===== src/rtl/serial_add_pkg.sv =====
// rtl/serial_add_pkg.sv - shared types and constants for the bit-serial adder
//
// Purpose: FSM state encoding and the default operand width used by
//          serial_add and its bench.
// Ports:   none (package).
package serial_add_pkg;

  localparam int DEFAULT_WIDTH = 8;

  typedef enum logic [1:0] {
    IDLE  = 2'd0,
    SHIFT = 2'd1,
    DONE  = 2'd2
  } state_e;

endpackage


===== src/rtl/ha.sv =====
// rtl/ha.sv - half-adder cell
//
// Purpose: single-bit half adder.
// Ports:   a, b      - addend bits
//          sum       - a XOR b
//          carry     - a AND b
module ha (
  input  logic a,
  input  logic b,
  output logic sum,
  output logic carry
);

  assign sum   = a ^ b;
  assign carry = a & b;

endmodule


===== src/rtl/serial_add_full_add.sv =====
// rtl/serial_add_full_add.sv - full adder built from two half adders
//
// Purpose: one-bit full adder; carry out is the OR of the two half-adder
//          carries (they can never both be 1).
// Ports:   a, b      - addend bits
//          ci        - carry in
//          s         - sum bit
//          co        - carry out
module full_add (
  input  logic a,
  input  logic b,
  input  logic ci,
  output logic s,
  output logic co
);

  logic s0;
  logic c0;
  logic c1;

  ha u_ha0 (
    .a     (a),
    .b     (b),
    .sum   (s0),
    .carry (c0)
  );

  ha u_ha1 (
    .a     (s0),
    .b     (ci),
    .sum   (s),
    .carry (c1)
  );

  assign co = c0 | c1;

endmodule


===== src/rtl/serial_add.sv =====
// rtl/serial_add.sv - bit-serial adder stage, LSB first, one bit per clock
//
// Purpose: accepts a, b, cin on an input handshake, adds them one bit per
//          clock through a single full_add cell with a registered carry, and
//          presents sum/cout on an output handshake.
// Ports:   clk, rst_n          - clock, async active-low reset
//          in_valid/in_ready   - operand handshake (in_ready only in IDLE)
//          a, b, cin           - operands and carry in
//          out_valid/out_ready - result handshake (out_valid only in DONE)
//          sum, cout           - result register and carry register
//          ovf                 - signed overflow, only with SERIAL_ADD_OVF_EN
//          busy                - high while bits are being computed
// Config:  SERIAL_ADD_OVF_EN adds the ovf output and its register.
module serial_add
  import serial_add_pkg::*;
#(
  parameter int WIDTH = DEFAULT_WIDTH
) (
  input  logic             clk,
  input  logic             rst_n,
  input  logic             in_valid,
  output logic             in_ready,
  input  logic [WIDTH-1:0] a,
  input  logic [WIDTH-1:0] b,
  input  logic             cin,
  output logic             out_valid,
  input  logic             out_ready,
  output logic [WIDTH-1:0] sum,
  output logic             cout,
`ifdef SERIAL_ADD_OVF_EN
  output logic             ovf,
`endif
  output logic             busy
);

  localparam int CNT_W = $clog2(WIDTH);

  state_e             state_q, state_d;
  logic [CNT_W-1:0]   cnt_q, cnt_d;
  logic [WIDTH-1:0]   a_q, a_d;
  logic [WIDTH-1:0]   b_q, b_d;
  logic [WIDTH-1:0]   res_q, res_d;
  logic               carry_q, carry_d;
`ifdef SERIAL_ADD_OVF_EN
  logic               ovf_q, ovf_d;
`endif

  logic fa_s;
  logic fa_co;
  logic last_bit;

  full_add u_full_add (
    .a  (a_q[0]),
    .b  (b_q[0]),
    .ci (carry_q),
    .s  (fa_s),
    .co (fa_co)
  );

  assign last_bit = (cnt_q == CNT_W'(WIDTH - 1));

  always_comb begin
    state_d = state_q;
    cnt_d   = cnt_q;
    a_d     = a_q;
    b_d     = b_q;
    res_d   = res_q;
    carry_d = carry_q;
`ifdef SERIAL_ADD_OVF_EN
    ovf_d   = ovf_q;
`endif
    case (state_q)
      IDLE: begin
        if (in_valid) begin
          a_d     = a;
          b_d     = b;
          carry_d = cin;
          cnt_d   = '0;
          res_d   = '0;
`ifdef SERIAL_ADD_OVF_EN
          ovf_d   = 1'b0;
`endif
          state_d = SHIFT;
        end
      end
      SHIFT: begin
        // Operands shift right so bit 0 always feeds the adder; the result
        // fills from the MSB so after WIDTH steps bit 0 lands at position 0.
        a_d     = a_q >> 1;
        b_d     = b_q >> 1;
        res_d   = {fa_s, res_q[WIDTH-1:1]};
        carry_d = fa_co;
        if (last_bit) begin
          state_d = DONE;
`ifdef SERIAL_ADD_OVF_EN
          // carry_q is the carry into the MSB, fa_co the carry out of it.
          ovf_d   = carry_q ^ fa_co;
`endif
        end else begin
          cnt_d = cnt_q + CNT_W'(1);
        end
      end
      DONE: begin
        if (out_ready) begin
          state_d = IDLE;
        end
      end
      default: state_d = IDLE;
    endcase
  end

  always_ff @(posedge clk or negedge rst_n) begin
    if (!rst_n) begin
      state_q <= IDLE;
      cnt_q   <= '0;
      a_q     <= '0;
      b_q     <= '0;
      res_q   <= '0;
      carry_q <= 1'b0;
`ifdef SERIAL_ADD_OVF_EN
      ovf_q   <= 1'b0;
`endif
    end else begin
      state_q <= state_d;
      cnt_q   <= cnt_d;
      a_q     <= a_d;
      b_q     <= b_d;
      res_q   <= res_d;
      carry_q <= carry_d;
`ifdef SERIAL_ADD_OVF_EN
      ovf_q   <= ovf_d;
`endif
    end
  end

  assign in_ready  = (state_q == IDLE);
  assign out_valid = (state_q == DONE);
  assign busy      = (state_q == SHIFT);
  assign sum       = res_q;
  assign cout      = carry_q;
`ifdef SERIAL_ADD_OVF_EN
  assign ovf       = ovf_q;
`endif

endmodule


===== config.mk =====
export PLATFORM = sky130hd
export DESIGN_NAME = serial_add
export DESIGN_NICKNAME = d
export VERILOG_FILES = /design/src/rtl/serial_add_pkg.sv /design/src/rtl/ha.sv /design/src/rtl/serial_add_full_add.sv /design/src/rtl/serial_add.sv
export SDC_FILE = /design/constraint.sdc
export NUM_CORES = 1
export LEC_CHECK = 0
export CAP_MARGIN = 20
export CELL_PAD_IN_SITES_DETAIL_PLACEMENT = 0
export CELL_PAD_IN_SITES_GLOBAL_PLACEMENT = 1
export CORE_MARGIN = 3
export CORE_UTILIZATION = 34
export CTS_CLUSTER_SIZE = 24
export DETAILED_ROUTE_END_ITERATION = 8
export PLACE_DENSITY_LB_ADDON = 0.1
export RECOVER_POWER = 25
export SLEW_MARGIN = 30
export SYNTH_ARGS = -nofsm -noshare
export SYNTH_HDL_FRONTEND = slang
export SYNTH_HIERARCHICAL = 1
export SYNTH_SLANG_ARGS = --single-unit
export TNS_END_PERCENT = 20

===== constraint.sdc =====
create_clock -name clk -period 1.4 [get_ports clk]
set_input_delay 0.21 -clock clk [delete_from_list [all_inputs] [get_ports clk]]
set_output_delay 0.21 -clock clk [all_outputs]
set_load 0.01 [all_outputs]

==> results of run 1 <==
cells by family (layout without fill, tap and decap cells):
group / after synthesis / in the layout / synth area share
multiplexers: 2 / 2 / 0.0146
flip-flops: 30 / 30 / 0.516
AND/OR/NAND/NOR: 49 / 49 / 0.173
buffers and inverters: 15 / 60 / 0.0697
adder cells (fa/ha/maj): 4 / 4 / 0.0344
AO/OA/AOI/OAI: 38 / 38 / 0.192
Yosys cell counts:
library cell	count
o22ai_1	15
o21ai_1	2
nor2_1	10
nor3_1	30
o31ai_1	1
nand2_1	3
buf_4	2
dfrtp_1	30
or2_1	2
nor2b_1	1
nand2b_4	1
clkbuf_1	3
buf_2	3
mux2i_1	1
nand2_4	1
buf_8	1
nand2b_2	1
ha_1	4
buf_6	3
o32ai_1	5
inv_2	1
o21ai_0	2
mux2_1	1
inv_1	2
a22o_1	13
layout make-up:
cell class / count / area, sq um
Clock buffer: 5 / 68.8
Clock inverter: 3 / 40.0
Fill cell: 383 / 2060
Inverter: 3 / 11.3
Multi-Input combinational cell: 93 / 638
Sequential cell: 30 / 752
Tap cell: 50 / 62.6
Timing Repair Buffer: 49 / 427
where the power goes:
| part | internal (mW) | switching [mW] | leakage (nW) |
|---|---|---|---|
| logic | 0.982 | 0.875 | 0.460 |
| registers | 1.27 | 0.304 | 0.366 |
| clock network | 0.523 | 0.322 | 0.0579 |
| total | 2.77 | 1.50 | 0.885 |
cells in the final DEF (no fill, tap or decap), types with 3 or more instances in the layout:
master           synthesis  routed
clkbuf_8                 0       5
clkdlybuf4s50_1          0      19
nor2_1                  10      10
nor3_1                  30      30
clkbuf_2                 0       4
o32ai_1                  5       4
nand2_1                  3       3
dlygate4sd2_1            0       8
buf_4                    2      15
o22ai_1                 15      14
a22o_1                  13      13
dfrtp_1                 30      29
how the worst max path moves through the flow:
stage                           startpoint                   end  cells after the start
global route            a_q[0]$_DFFE_PN0P_      cout$_DFFE_PN0P_                      5
finish                  a_q[0]$_DFFE_PN0P_      cout$_DFFE_PN0P_                      5
global placement                  in_valid    a_q[0]$_DFFE_PN0P_                      5
CTS                 state_q[1]$_DFFE_PN0P_                  busy                      3
detailed placement                in_valid    a_q[0]$_DFFE_PN0P_                      5
floorplan             cnt_q[0]$_DFFE_PN0P_  cnt_q[0]$_DFFE_PN0P_                      4
registers in the layout (all words and copies together) (netlist names):
signal	cells
cnt_q	3
sum	8
state_q	2
a_q	8
cout	1
b_q	8
through the flow:
stage	setup WS [ps]	util	power (mW)
final	45.2	0.493	4.27
after CTS	13.7	0.490	4.28
after global placement	-26.2	0.465	3.41
after detailed placement	-38.7	0.465	3.48
after global routing	-41.8	0.493	4.64
after floorplan	23.4	-	2.76
repair_timing:
item                                    4_1_cts  5_1_grt
gates resized for setup                      15       12
hold endpoints to repair                      0        0
pin swaps                                     0        0
hold buffers                                  0        0
endpoints found under the setup margin       12       13
per-layer routing:
metal  vias up  track usage  wire length, um
li1        607            -                -
met1       581        0.198             1690
met2        22        0.206             1470
met3         2       0.0533              176
met4         0       0.0501               27
met5         -            0                0
tightest hold or removal path, cell delays in order:
cell,delay [ps]
clkdlybuf4s50_1,400
nand2_1,60
o21ai_1,50
==> results.md, run 1 <==
* Status: complete, no violations
* Sequential area share after synthesis at 0.516
* Crit path time final at 1350 ps
* Kind of critical path: flip-flop to flip-flop
* Fin cells at 233
* Initial core utilization at 0.358
* HP Class: input pin to flip-flop
* Die W at 71.4 um
* Pin count of the biggest net entering global routing at 31
* Critical path buffers and inverters at 0
* Syn_nets at 163
* Hold Slack at 467 ps
* # clock sinks at 30
* Port bufs at 32
* Synthesized flop and latch total at 30
* WL per Instance at 14.4 um
* Final net count at 207
* Clk_skew at 5.53 ps
* P per Cell Area at 2140 mW/mm^2
* Reg2reg start: a_q[0]$_DFFE_PN0P_
* RSZ-0062 raised after global routing: yes
* Top cell by count, worst path: ha_1
* Synth top area share at 0.516
* Crit-path cells: ha_1 > ha_1 > or2_1 > o22ai_2 > nor2_1
* DRC Markers at 0
* Pre-antenna DRT Iters at 4
* Worst Hold Path EP: b_q[7]$_DFFE_PN0P_
* Worst-skew pair later-pin latency at 280 ps
* Number of post-CTS setup repair buffers at 0
* Mapped Area at 0.00145 sq mm
* Top cells by area, synth: dfrtp_1, nor3_1, a22o_1, o22ai_1, ha_1
* Detailed placement HPWL at 2.33 mm
* Clock transition at path regs at 70 ps
* Final instance area at 0.00200 sq mm
* Global Route Usage Sum at 0.143
* Worst-path maximum fanout at 2
* Via Count at 1,212
* Total negative slack at 0 ps
* CP Capture Type: flip-flop
* Yosys warnings at 6
* First-pass GRT wire length at 5.68 mm
* Antenna violations before repair at 0
* Vias in the first global route at 1,154
* H-tree depth at 2
* Hold Path Depth at 3
* Largest stage delay, worst path at 390 ps
* Max Clk Rate at 738 MHz
* Final Hold Fails at 0
* Hold_sp: b[7]
* MaxCap Viol Count at 0
* Unique masters post-synth at 25
* WL final at 3.36 mm
* Slowest cell on the critical path: dfrtp_1
* Gr ovfl total at 0
* IO Count at 33
* Area Growth Syn to Fin at 37.5%
* Worst-Margin Slew at 768 ps
* Antenna fix cells at 0
* Required time of the critical path at 1570 ps
* Cell taking the most area after synthesis: dfrtp_1
* Post-DP Area at 0.00189 sq mm
* Fin crit share at 0.968
* Placeable core area at 0.00406 sq mm
* Max-slew violation count at 0
* Die ar. at 0.00510 sq mm
* R2r worst-path depth at 5
* Max-Slew Margin vs Limit at 0.488
* Peak supply drop at 0.820 mV
* Startpoint Class: flip-flop
* CTS Buffer Depth at 2
* Share of layout cells above drive strength 1 at 0.208
* Reg2reg end: cout$_DFFE_PN0P_
* Post-route ant nets at 0
* Rows at 23
* Placer Congestion at 0.737
* Syn avg cell area at 10.5 sq um
* Top delay family on crit path: adder cells
* Chip Height at 71.4 um
* CTS Buf Count at 5
* 1st-iter DRT viols at 59
* # setup viols final at 0
* CTS tree: done
* Root Buffer: clkbuf_8
* Worst R2R Setup Slack at 50 ps
* Vias/cell at 5.20
* WP data arrival at 1520 ps
* Synth Instances at 138
* Placed insts at 225
* Leakage at 0.885 nW
Note: power is estimated with default switching activity, not from simulation.
==> run 2: changes to the inputs <==
==> constraint.sdc (replaced) <==
create_clock -name clk -period 1.1 [get_ports clk]
set_input_delay 0.165 -clock clk [delete_from_list [all_inputs] [get_ports clk]]
set_output_delay 0.165 -clock clk [all_outputs]
set_load 0.01 [all_outputs]
==> run 2 against run 1 <==
Against the previous run:
- the flow now finishes with violations (setup timing)
- largest cell class unchanged
- clock power down 3.1%
- via count up 7.6%
- combinational power up 67%
- non-clock buffer count up 16
- final cell count up 6.9%
==> results.md, run 2 (synthesized netlist as in run 1, its figures left out) <==
* Largest stage delay, worst path at 360 ps
* Via Count at 1,304
* Clk_skew at 1.54 ps
* WP data arrival at 1480 ps
* Worst-path maximum fanout at 5
* Fin util at 0.544
* Startpoint Class: flip-flop
* Slowest cell on the critical path: dfrtp_1
* Crit path time final at 1310 ps
* DRC Markers at 0
* Vias in the first global route at 1,369
* Kind of critical path: flip-flop to flip-flop
* Top delay family on crit path: flip-flops
* Sequential Area at 752 sq um
* Dpl ws at -344 ps
* Detailed placement HPWL at 2.42 mm
* # setup viols final at 31
* Crit-path cells: ha_2 > ha_4 > nor2_2 > mux2_4 > a22o_1
* CTS Buf Count at 5
* CTS Buffer Depth at 2
* Most frequent cells in the layout: dfrtp_1, nor3_1, buf_4
* Pre-antenna DRT Iters at 4
* Failing checks: setup timing
* Peak supply drop at 1.16 mV
* HP Class: input pin to async pin
* Post-route ant nets at 0
* Die ar. at 0.00510 sq mm
* Worst R2R Setup Slack at -210 ps
* Antenna violations before repair at 0
* Max-Slew Margin vs Limit at 0.505
* Vias/cell at 5.24
* MaxCap Viol Count at 0
* Required time of the critical path at 1270 ps
* Worst-Margin Slew at 742 ps
* Final worst slack at -214 ps
* Hold Slack at 415 ps
* 1st-iter DRT viols at 92
* Chip Height at 71.4 um
* Share of layout cells above drive strength 1 at 0.362
* Placer Congestion at 0.730
* Final instance area at 0.00221 sq mm
* Leakage at 0.954 nW
* Global Route Usage Sum at 0.154
* Fill cell count at 368
* First-pass GRT wire length at 6.23 mm
* Max Clk Rate at 761 MHz
* Clock transition at path regs at 60 ps
* Final net count at 224
* Gr ovfl total at 0
* CP Capture Type: flip-flop
* IO Count at 33
* Commonest non-fill, non-tap cell in the layout: dfrtp_1
* Worst-skew pair later-pin latency at 280 ps
* H-tree depth at 2
* Status: finished, violations left
* Rows at 23
* Root Buffer: clkbuf_8
* Final Hold Fails at 0
* Antenna fix cells at 0
* Fin crit share at 1.19
* Total negative slack at -3020 ps
* Pin count of the biggest net entering global routing at 31
* Initial core utilization at 0.358
* WL final at 3.75 mm
* Post-DP Area at 0.00198 sq mm
* CTS tree: done
* Area occupied by multi-input gates at 734 sq um
* Port bufs at 32
* Placeable core area at 0.00406 sq mm
* Die W at 71.4 um
* Area Growth Syn to Fin at 51.7%
* WL per Instance at 15.1 um
* Critical path buffers and inverters at 0
* Max-slew violation count at 0
* RSZ-0062 raised after global routing: yes
* # clock sinks at 30
* P per Cell Area at 2690 mW/mm^2
==> run 2: per-stage QoR <==
step	std cells	power [mW]
detailed placement	232	4.78
global route	249	6.39
global placement	232	4.67
floorplan	138	3.66
CTS	244	5.81
finish	249	5.94
==> run 2: timing repair <==
item                                    in CTS  in global routing
gates cloned                                 0                  1
endpoints found under the setup margin      42                 39
setup buffers                                5                  4
gates resized for setup                     51                 17
pin swaps                                   16                  4
hold endpoints to repair                     0                  0
hold buffers                                 0                  0
==> run 2: final timing paths <==
kind / from / to / cells past startpoint
max in group asynchronous: rst_n / state_q[0]$_DFFE_PN0P_ / 2
min in group clk: b[7] / b_q[7]$_DFFE_PN0P_ / 3
hold / removal: rst_n / a_q[5]$_DFFE_PN0P_ / 2
setup / recovery: cnt_q[0]$_DFFE_PN0P_ / cnt_q[0]$_DFFE_PN0P_ / 5
hold reg to reg: sum[0]$_DFFE_PN0P_ / sum[0]$_DFFE_PN0P_ / 1
setup reg to reg: cnt_q[0]$_DFFE_PN0P_ / cnt_q[0]$_DFFE_PN0P_ / 5
==> run 2: layout make-up <==
class / instances / share of cell area
multi-input cells: 94 / 0.333
clock buffers: 7 / 0.0346
repair buffers: 65 / 0.255
inverters: 3 / 0.00794
well taps: 50 / 0.0284
flip-flops and latches: 30 / 0.341
==> run 2: where the power goes <==
part / switching, mW / total, mW / internal [mW]
sequential: 0.407 / 2.02 / 1.61
clock: 0.385 / 0.819 / 0.434
combinational: 1.35 / 3.11 / 1.75
==> run 2: worst register-to-register path, stage by stage (launching register included) <==
cell     delay, ps
dfrtp_1        360
ha_2           200
ha_4           160
nor2_2          50
mux2_4         260
a22o_1         170
==> run 2: metal layers <==
layer,wire length [um],up-vias,track usage
met5,0,-,0
met4,51,0,0.0772
met3,183,6,0.0407
met2,1790,32,0.236
met1,1730,628,0.201
li1,-,638,-
